--- src/rtl/tx_pkg.sv ---
// Shared types and constants for the UART TX FIFO write-side arbiter.
// Sources use ASCII_LF to decide when to drive req_last.
package tx_pkg;

  localparam int         BYTE_W   = 8;
  localparam int         CNT_W    = 8;
  localparam logic [7:0] ASCII_LF = 8'h0A;

  typedef enum logic {
    ST_IDLE,
    ST_GRANT
  } state_t;

endpackage

--- src/rtl/arb_rr_pick.sv ---
// Combinational round-robin pick: first set bit scanning ptr+1, ptr+2, ...
// Ports: i_req requests, i_ptr last owner, o_pick one-hot winner, o_valid any req.
module arb_rr_pick #(
  parameter int N_REQ = 2,
  parameter int IDX_W = 1
) (
  input  logic [N_REQ-1:0] i_req,
  input  logic [IDX_W-1:0] i_ptr,
  output logic [N_REQ-1:0] o_pick,
  output logic             o_valid
);

  logic [N_REQ-1:0] w_hi;
  logic [N_REQ-1:0] w_hi_pick;
  logic [N_REQ-1:0] w_lo_pick;

  // Requests above the pointer win; otherwise wrap to the lowest index.
  always_comb begin
    w_hi      = '0;
    w_hi_pick = '0;
    w_lo_pick = '0;
    for (int j = 0; j < N_REQ; j++) begin
      w_hi[j] = i_req[j] && (IDX_W'(j) > i_ptr);
    end
    for (int j = N_REQ - 1; j >= 0; j--) begin
      if (w_hi[j]) begin
        w_hi_pick    = '0;
        w_hi_pick[j] = 1'b1;
      end
      if (i_req[j]) begin
        w_lo_pick    = '0;
        w_lo_pick[j] = 1'b1;
      end
    end
  end

  assign o_valid = |i_req;
  assign o_pick  = (|w_hi) ? w_hi_pick : w_lo_pick;

endmodule

--- src/rtl/tx_fifo_arbiter.sv ---
// Round-robin arbiter sharing the UART TX FIFO write port between N_REQ
// byte sources; a grant is held for a whole burst so lines never interleave.
// Ports: clk/rst (async, active-high); req_valid/req_data/req_last/req_ready
// per source; fifo_full in, fifo_we/fifo_wdata out; grant one-hot, busy.
module tx_fifo_arbiter
  import tx_pkg::*;
#(
  parameter int N_REQ        = 2,
  parameter int MAX_BURST    = 80,
  parameter int IDLE_TIMEOUT = 16
) (
  input  logic                    clk,
  input  logic                    rst,
  input  logic [N_REQ-1:0]        req_valid,
  input  logic [BYTE_W*N_REQ-1:0] req_data,
  input  logic [N_REQ-1:0]        req_last,
  output logic [N_REQ-1:0]        req_ready,
  input  logic                    fifo_full,
  output logic                    fifo_we,
  output logic [BYTE_W-1:0]       fifo_wdata,
  output logic [N_REQ-1:0]        grant,
  output logic                    busy
);

  localparam int              IDX_W  = $clog2(N_REQ);
  localparam logic [CNT_W-1:0] MAX_B  = CNT_W'(MAX_BURST);
  localparam logic [CNT_W-1:0] IDLE_T = CNT_W'(IDLE_TIMEOUT);

  state_t             r_state;
  logic [N_REQ-1:0]   r_grant;
  logic [IDX_W-1:0]   r_gidx;
  logic [IDX_W-1:0]   r_rr_ptr;
  logic [CNT_W-1:0]   r_beat_cnt;
  logic [CNT_W-1:0]   r_idle_cnt;
  logic [BYTE_W-1:0]  r_wdata;
  logic               r_busy;

  logic [N_REQ-1:0]   w_pick;
  logic               w_pick_vld;
  logic [IDX_W-1:0]   w_pick_idx;
  logic [BYTE_W-1:0]  w_bytes [N_REQ];
  logic               w_in_grant;
  logic               w_own_vld;
  logic               w_own_last;
  logic [BYTE_W-1:0]  w_own_data;
  logic               w_we;
  logic               w_last_end;
  logic               w_beat_end;
  logic               w_idle_end;
  logic               w_release;

  arb_rr_pick #(
    .N_REQ (N_REQ),
    .IDX_W (IDX_W)
  ) u_pick (
    .i_req   (req_valid),
    .i_ptr   (r_rr_ptr),
    .o_pick  (w_pick),
    .o_valid (w_pick_vld)
  );

  always_comb begin
    w_pick_idx = '0;
    for (int j = 0; j < N_REQ; j++) begin
      if (w_pick[j]) w_pick_idx = IDX_W'(j);
    end
  end

  always_comb begin
    for (int j = 0; j < N_REQ; j++) begin
      w_bytes[j] = req_data[BYTE_W*j +: BYTE_W];
    end
  end

  assign w_in_grant = (r_state == ST_GRANT);
  assign w_own_vld  = w_in_grant & req_valid[r_gidx];
  assign w_own_last = req_last[r_gidx];
  assign w_own_data = w_bytes[r_gidx];
  assign w_we       = w_own_vld & ~fifo_full;

  // Last and MAX_BURST on the same beat collapse into one release.
  assign w_last_end = w_we & w_own_last;
  assign w_beat_end = w_we & ((r_beat_cnt + 8'd1) == MAX_B);
  // A full-FIFO stall with valid data is not idle time.
  assign w_idle_end = w_in_grant & ~w_own_vld
                    & ((r_idle_cnt + 8'd1) == IDLE_T);
  assign w_release  = w_last_end | w_beat_end | w_idle_end;

  // r_grant is zero outside GRANT, so this also zeroes ready in IDLE.
  assign req_ready  = r_grant & {N_REQ{~fifo_full}};
  assign fifo_we    = w_we;
  assign fifo_wdata = w_we ? w_own_data : r_wdata;
  assign grant      = r_grant;
  assign busy       = r_busy;

  always_ff @(posedge clk or posedge rst) begin
    if (rst) begin
      r_state    <= ST_IDLE;
      r_grant    <= '0;
      r_gidx     <= '0;
      r_rr_ptr   <= IDX_W'(N_REQ - 1);
      r_beat_cnt <= '0;
      r_idle_cnt <= '0;
      r_wdata    <= '0;
      r_busy     <= 1'b0;
    end else begin
      case (r_state)
        ST_IDLE: begin
          if (w_pick_vld) begin
            r_grant <= w_pick;
            r_gidx  <= w_pick_idx;
            r_busy  <= 1'b1;
            r_state <= ST_GRANT;
          end
        end
        ST_GRANT: begin
          if (w_we) r_wdata <= w_own_data;
          if (w_release) begin
            r_state    <= ST_IDLE;
            r_grant    <= '0;
            r_busy     <= 1'b0;
            r_rr_ptr   <= r_gidx;
            r_beat_cnt <= '0;
            r_idle_cnt <= '0;
          end else if (w_we) begin
            r_beat_cnt <= r_beat_cnt + 8'd1;
            r_idle_cnt <= '0;
          end else if (!w_own_vld) begin
            r_idle_cnt <= r_idle_cnt + 8'd1;
          end
        end
        default: r_state <= ST_IDLE;
      endcase
    end
  end

endmodule

--- config.mk ---
export PLATFORM = sky130hd
export DESIGN_NAME = tx_fifo_arbiter
export DESIGN_NICKNAME = d
export VERILOG_FILES = /design/src/rtl/tx_pkg.sv /design/src/rtl/arb_rr_pick.sv /design/src/rtl/tx_fifo_arbiter.sv
export SDC_FILE = /design/constraint.sdc
export NUM_CORES = 1
export LEC_CHECK = 0
export ABC_CLOCK_PERIOD_IN_PS = 2800
export CAP_MARGIN = 20
export CELL_PAD_IN_SITES_DETAIL_PLACEMENT = 2
export CELL_PAD_IN_SITES_GLOBAL_PLACEMENT = 2
export CORE_MARGIN = 10
export CORE_UTILIZATION = 30
export CTS_CLUSTER_SIZE = 28
export DETAILED_ROUTE_END_ITERATION = 10
export GPL_ROUTABILITY_DRIVEN = 0
export PLACE_DENSITY_LB_ADDON = 0.1
export SLEW_MARGIN = 10
export SYNTH_ARGS = -nofsm -noshare
export SYNTH_HDL_FRONTEND = slang
export SYNTH_SLANG_ARGS = --single-unit
--- constraint.sdc ---
create_clock -name clk -period 2.8 [get_ports clk]
set_clock_uncertainty 0.1 [all_clocks]
set_input_delay 0.28 -clock clk [delete_from_list [all_inputs] [get_ports clk]]
set_output_delay 0.28 -clock clk [all_outputs]
set_load 0.1 [all_outputs]
# == Word-level counts from Yosys, hierarchy flattened ==
# Index checks and enable logic that the tools add are counted.
# totals
reg_bits,30
input_bits,23
out_inout_bits,14
word_cells,70
# classes
add_sub_neg,2
magnitude_cmp,4
eq_ne,5
muxes,28
bitwise_logic,13
n_reduce_logical,10
# ops
op,count
8-bit 2-to-1 mux,9
"8-bit by 1-bit adder with 8-bit output, second input constant",2
2-bit 2-to-1 mux,7
2-bit AND reduction,5
1-bit 2-to-1 mux,9
"8-bit by 5-bit equality test with 1-bit output, second input constant",1
"8-bit by 7-bit equality test with 1-bit output, second input constant",1
1-bit bitwise AND,6
"2-bit by 1-bit inequality test with 1-bit output, second input constant",2
1-bit case mux with 2 select lines,2
2-bit case mux with 2 select lines,1
2-bit OR reduction,2
"3-bit by 1-bit inequality test with 1-bit output, second input constant",1
1-bit NOT,3
2-bit bitwise AND,1
"2-bit greater-or-equal comparator, second input constant",1
"1-bit > comparator, first input constant",2
1-bit logical AND,2
"1-bit by 2-bit < comparator with 1-bit output, second input constant",1
1-bit NOT with 2-bit output,1
1-bit bitwise OR,2
2-bit nonzero test,1

# == Depth between registers and ports, before layout ==
# Gate-level depths: netlist (run 1).
# logic_depth
depth_word,9
mapped_depth,9

# == Cells and area by module ==
# From an unflattened synthesis (run 1), not the netlist that was laid out.
# hier_totals
cells_unflattened,201
hier_area_um2,1774.2
# by_module_without_submodules
mod,n_inst,cells_per_inst,area_per_inst_um2,seq_area_each_um2
tx_fifo_arbiter,1,197,1749.2,752.0
arb_rr_pick,1,4,25.0,0.0

# == Worst setup path after synthesis (run 1) ==
# Ideal clock, no wire load.
# synth_path
path_kind,flip-flop to output port
start,register r_gidx
end,output fifo_wdata[0]
t_arrival_ns,3.219
slack_ns,-0.799
path_stages_with_launch,6
path_cell_list,dfrtp_1 buf_2 mux2_2 nand3b_2 clkbuf_1 o21ai_0
# synth_between
elab_chain_cells,5
word_cells_on_any_way,9
# synth_rtl
item,line_no,rtl
from (decl),tx_fifo_arbiter.sv:31,logic [IDX_W-1:0] r_gidx;
from (signal assigned),tx_fifo_arbiter.sv:111,r_gidx <= w_pick_idx;
1-bit 2-to-1 mux (not written as such) or 1-bit NOT with 2-bit output (tied branches),"tx_fifo_arbiter.sv:76, tx_fifo_arbiter.sv:78",
1-bit 2-to-1 mux (not written as such) or 8-bit 2-to-1 mux (tied branches),"tx_fifo_arbiter.sv:76, tx_fifo_arbiter.sv:78",
1-bit bitwise AND or 8-bit 2-to-1 mux (tied branches),"tx_fifo_arbiter.sv:76, tx_fifo_arbiter.sv:78",
1-bit bitwise AND or 8-bit 2-to-1 mux (tied branches),"tx_fifo_arbiter.sv:79, tx_fifo_arbiter.sv:78",
8-bit 2-to-1 mux *,--,
to (decl),tx_fifo_arbiter.sv:20,"output logic [BYTE_W-1:0] fifo_wdata,"
# Every way passes the cells marked *; elsewhere a longest branch is shown, timed or not. The select of a mux whose other input is x is not followed.

# == Worst setup path in the final report (run 1) ==
# layout_path
start,register r_idle_cnt[2]
end,register r_beat_cnt[5]
# layout_between
elab_chain_cells,6
word_cells_on_any_way,7
# layout_rtl
item,line_no,rtl
from (decl),tx_fifo_arbiter.sv:34,logic [CNT_W-1:0] r_idle_cnt;
from (signal assigned),tx_fifo_arbiter.sv:129,r_idle_cnt <= r_idle_cnt + 8'd1;
8-bit by 1-bit adder with 8-bit output *,tx_fifo_arbiter.sv:86,& ((r_idle_cnt + 8'd1) == IDLE_T);
8-bit by 5-bit equality test with 1-bit output *,tx_fifo_arbiter.sv:86,
1-bit bitwise AND *,tx_fifo_arbiter.sv:86,
1-bit bitwise OR *,tx_fifo_arbiter.sv:87,assign w_release = w_last_end | w_beat_end | w_idle_end;
2-bit nonzero test (no source line),--,
2-bit AND reduction (no source line),--,
to (signal assigned),tx_fifo_arbiter.sv:126,r_beat_cnt <= r_beat_cnt + 8'd1;
to (decl),tx_fifo_arbiter.sv:33,logic [CNT_W-1:0] r_beat_cnt;
# Every way passes the cells marked *; elsewhere a longest branch is shown, timed or not.
# A chain may end at the register's enable or synchronous reset.

==> impl_metrics.yaml, run 1 <==
layout:
  drive_gt1_frac: 0.150
  fin_area_um2: 2330
  fillers: 611
  antenna_cells: 0
  post-route-util: 0.420
  syn2layout_area_growth_pct: 34.3
  stdcell_count: 299
  nets: 252
clock_tree:
  clockBufferDepth: 2
  holdBufCountCts: 0
  cts_tree: "yes"
  cts_setup_buffers: 0
  cts_buffers: 5
  cts_root_buffer: "clkbuf_8"
  clock_sinks: 30
  cts_resized: 0
  h-tree-depth: 2
  clkLatencyLatePin_ns: 0.28
  clk_pin_slew_ns: 0.07
setup_path:
  r2r-end: "r_beat_cnt[5]"
  cpLargestDelayFamily: "simple AND/OR/NAND/NOR gates"
  cp.required_ns: 2.85
  regToRegSetupSlack_ns: 0.40
  cp-end-kind: "register"
  arrival_ns: 2.46
  slowest_stage: "dfrtp_1"
  r2r_cells: 6
  crit_path_start_kind: "register"
  r2r-start: "r_idle_cnt[2]"
  cp_cell_sequence: "and3_4, and3_4, or3_1, a211o_1, and2_4, a211o_1"
  crit_fanout: 10
  path_class: "reg2reg"
  path_buf_inv: 0
  slowest_delay_ns: 0.45
job:
  cap_violations: 0
power:
  peakVddDrop_mv: 0.949
  power.switching_w: 0.00136
  seqPwrFrac: 0.267
  combPwrFrac: 0.606
  powerDensity_nw_per_um2: 1140
  switching_share: 0.515
  pwr-share-clk: 0.127
  p_int_w: 0.00128
  leakage_nw: 1.06
grt:
  grt_pass1_wl_um: 8970
  grt_use_met1: 0.134
  grt_usage: 0.123
  antenna_found_initial: 0
  grt_use_met3: 0.0412
  grt.busiest_layer: "met2"
  grt.overflow.total: 0
  globalRouteMet2Util: 0.223
  first_global_vias: 1855
  grt_max_degree: 31
route:
  first_pass_iters: 3
  first_iter_violations: 43
  wirelength_um: 5180
  drc_errors: 0
  routed_via_density: 5.24
  vias: 1567
  drtAntennaViolNets: 0
  wl_per_cell_um: 17.3
floorplanning:
  fp.coreArea_um2: 5540
  dieArea_um2: 9220
  rows: 27
  boundaryPins: 37
  start_util: 0.313
  die_x_um: 96
  die_h_um: 96
yosys:
  yosysTopAreaCellShare: 0.419
  ys_seq_elements: 30
  synth_area_leaders: "dfrtp_1 42%, o21ai_0 8.1%, mux2i_1 6.9%"
  avgSynthCellArea_um2: 9.27
  yosysTopAreaCell: "dfrtp_1"
  syn-num-nets: 213
  syn_inst: 187
  yosysWarningCount: 0
  synth.cell_area_um2: 1730
  synth_seq_area_share: 0.434
  yosysUniqueCellTypes: 40
sta:
  finalHoldViolCount: 0
  finalSetupViolations: 0
  setup_slack_ns: 0.396
  fmax_mhz: 416
  period_share: 0.859
  timing.final.crit_period_ns: 2.40
  rsz0062_at_grt: "no"
  slew_headroom: 0.725
  slew_viol_final: 0
  finalHoldWorstSlack_ns: 0.287
  max_slew.worst_pin.slew_ns: 0.412
placement:
  dpl.cell_count: 291
  pre_cts_ws_ns: 0.220
  place_area_um2: 2240
  numPortBuffers: 36
  dp_hpwl_um: 4100
min_path:
  hp-class: "in2async"
run_status:
  outcome: "completed"
power groups by stage:
stage / Sequential (W) / Combinational (W) / Clock [W]
floorplan: 0.000811 / 0.000977 / 0
global placement: 0.000705 / 0.00159 / 0
detailed placement: 0.000716 / 0.00162 / 0
CTS: 0.000709 / 0.00163 / 0.000349
global route: 0.000732 / 0.00171 / 0.000365
finish: 0.000706 / 0.00160 / 0.000334
cell type report:
class | instances | area, um2 | area share
Inverter | 5 | 18.8 | 0.00806
Tap cell | 72 | 90.1 | 0.0387
Sequential cell | 30 | 752 | 0.323
Timing Repair Buffer | 40 | 468 | 0.201
Multi-Input combinational cell | 144 | 916 | 0.394
Clock buffer | 6 | 72.6 | 0.0312
Clock inverter | 2 | 10.0 | 0.00430
metrics by stage:
stage | total power, W | TNS [ns]
after floorplan | 0.00179 | -0.511
after global placement | 0.00229 | 0
after detailed placement | 0.00234 | 0
after CTS | 0.00269 | 0
after global routing | 0.00281 | 0
final | 0.00264 | 0
state kept, by name (all words and copies together), names as in the netlist:
name	cells
busy	1
grant	2
r_beat_cnt	8
r_gidx	1
r_idle_cnt	8
r_rr_ptr	1
r_state	1
r_wdata	8
worst min-delay path, cell delays in order:
cell	delay, ns
clkdlybuf4s50_1	0.39
inv_1	0.05
buf_4	0.36
worst max path at each step:
stage	startpoint	endpoint	cells after the start
after floorplan	r_gidx	fifo_wdata[0]	5
after global placement	req_valid[0]	r_beat_cnt[5]	7
after detailed placement	req_valid[0]	r_beat_cnt[5]	7
after CTS	r_idle_cnt[2]	r_beat_cnt[5]	6
after global routing	req_valid[0]	fifo_wdata[2]	7
final	r_idle_cnt[2]	r_beat_cnt[5]	6
metal layers:
metal | vias up | share of wire
met3 | 4 | 0.051
met2 | 27 | 0.53
li1 | 747 | -
met4 | 0 | 0.0070
met5 | - | 0
met1 | 789 | 0.41
cell usage in the layout, fill, tap and decap left out, types with 2 or more instances in the layout:
| cell | synthesis | layout |
|---|---|---|
| o21ai_1 | 0 | 8 |
| dfrtp_1 | 29 | 29 |
| a22o_1 | 7 | 7 |
| or2_2 | 2 | 2 |
| ha_1 | 3 | 3 |
| buf_12 | 0 | 9 |
| clkinv_2 | 0 | 2 |
| buf_4 | 0 | 9 |
| nor3_1 | 2 | 2 |
| inv_1 | 5 | 5 |
| and3_4 | 2 | 2 |
| a21o_1 | 2 | 2 |
| and2_1 | 2 | 2 |
| clkdlybuf4s50_1 | 0 | 22 |
| or3_1 | 2 | 2 |
| o21ai_0 | 28 | 20 |
| a211o_1 | 2 | 2 |
| a31oi_1 | 3 | 3 |
| clkbuf_8 | 0 | 5 |
| and3_1 | 2 | 2 |
| a21oi_1 | 5 | 5 |
| nand3_1 | 12 | 12 |
| mux2_2 | 2 | 2 |
| nand4_1 | 2 | 2 |
| nor2b_1 | 4 | 4 |
| xnor2_1 | 3 | 3 |
| nand2_1 | 24 | 24 |
| mux2i_1 | 12 | 12 |
| nor2_1 | 7 | 7 |
| xor2_1 | 2 | 2 |
| nand2b_1 | 2 | 2 |
| nand3b_1 | 2 | 2 |
cells by family (layout without fill, tap and decap cells):
| logic type | Yosys count | count (layout) | share of synthesized area |
|---|---|---|---|
| AO/OA/AOI/OAI | 51 | 51 | 0.181 |
| XOR/XNOR | 5 | 5 | 0.0253 |
| adder cells (fa/ha/maj) | 3 | 3 | 0.0217 |
| buffers and inverters | 13 | 53 | 0.0375 |
| flip-flops | 30 | 30 | 0.434 |
| multiplexers | 15 | 15 | 0.0888 |
| AND/OR/NAND/NOR | 70 | 70 | 0.212 |
cell usage after synthesis:
cell,n
nand2_1,24
dfrtp_1,29
a21oi_1,5
nand3_1,12
o2111a_1,1
nor2b_1,4
and3_4,2
nor3_1,2
buf_6,2
nand4_1,2
a41o_1,1
clkbuf_1,5
ha_1,3
and2b_1,1
nand3b_2,1
inv_1,5
or2_2,2
a31oi_1,3
buf_2,1
o22ai_1,1
nor2_1,7
and3_1,2
and4_1,1
nand2b_1,2
and2_1,2
xor2_1,2
a211o_1,2
dfstp_2,1
or3_1,2
mux2i_1,12
xnor2_1,3
nor3b_1,1
mux2_2,2
mux2_1,1
nand3b_1,2
a21o_1,2
a211oi_1,1
and2_4,1
a22o_1,7
o21ai_0,28
No activity file was read; power rests on OpenSTA's default activity.
==> run 2: changes to the inputs <==
SKIP_LAST_GASP = 1   (was unset)
==> results of run 2 <==
No change in the layout: final DEF, timing and power equal those of run 1.
==> run 3: changes to the inputs <==
TNS_END_PERCENT = 100   (was unset)
==> results of run 3 <==
No change in the layout: final DEF, timing and power equal those of run 1.
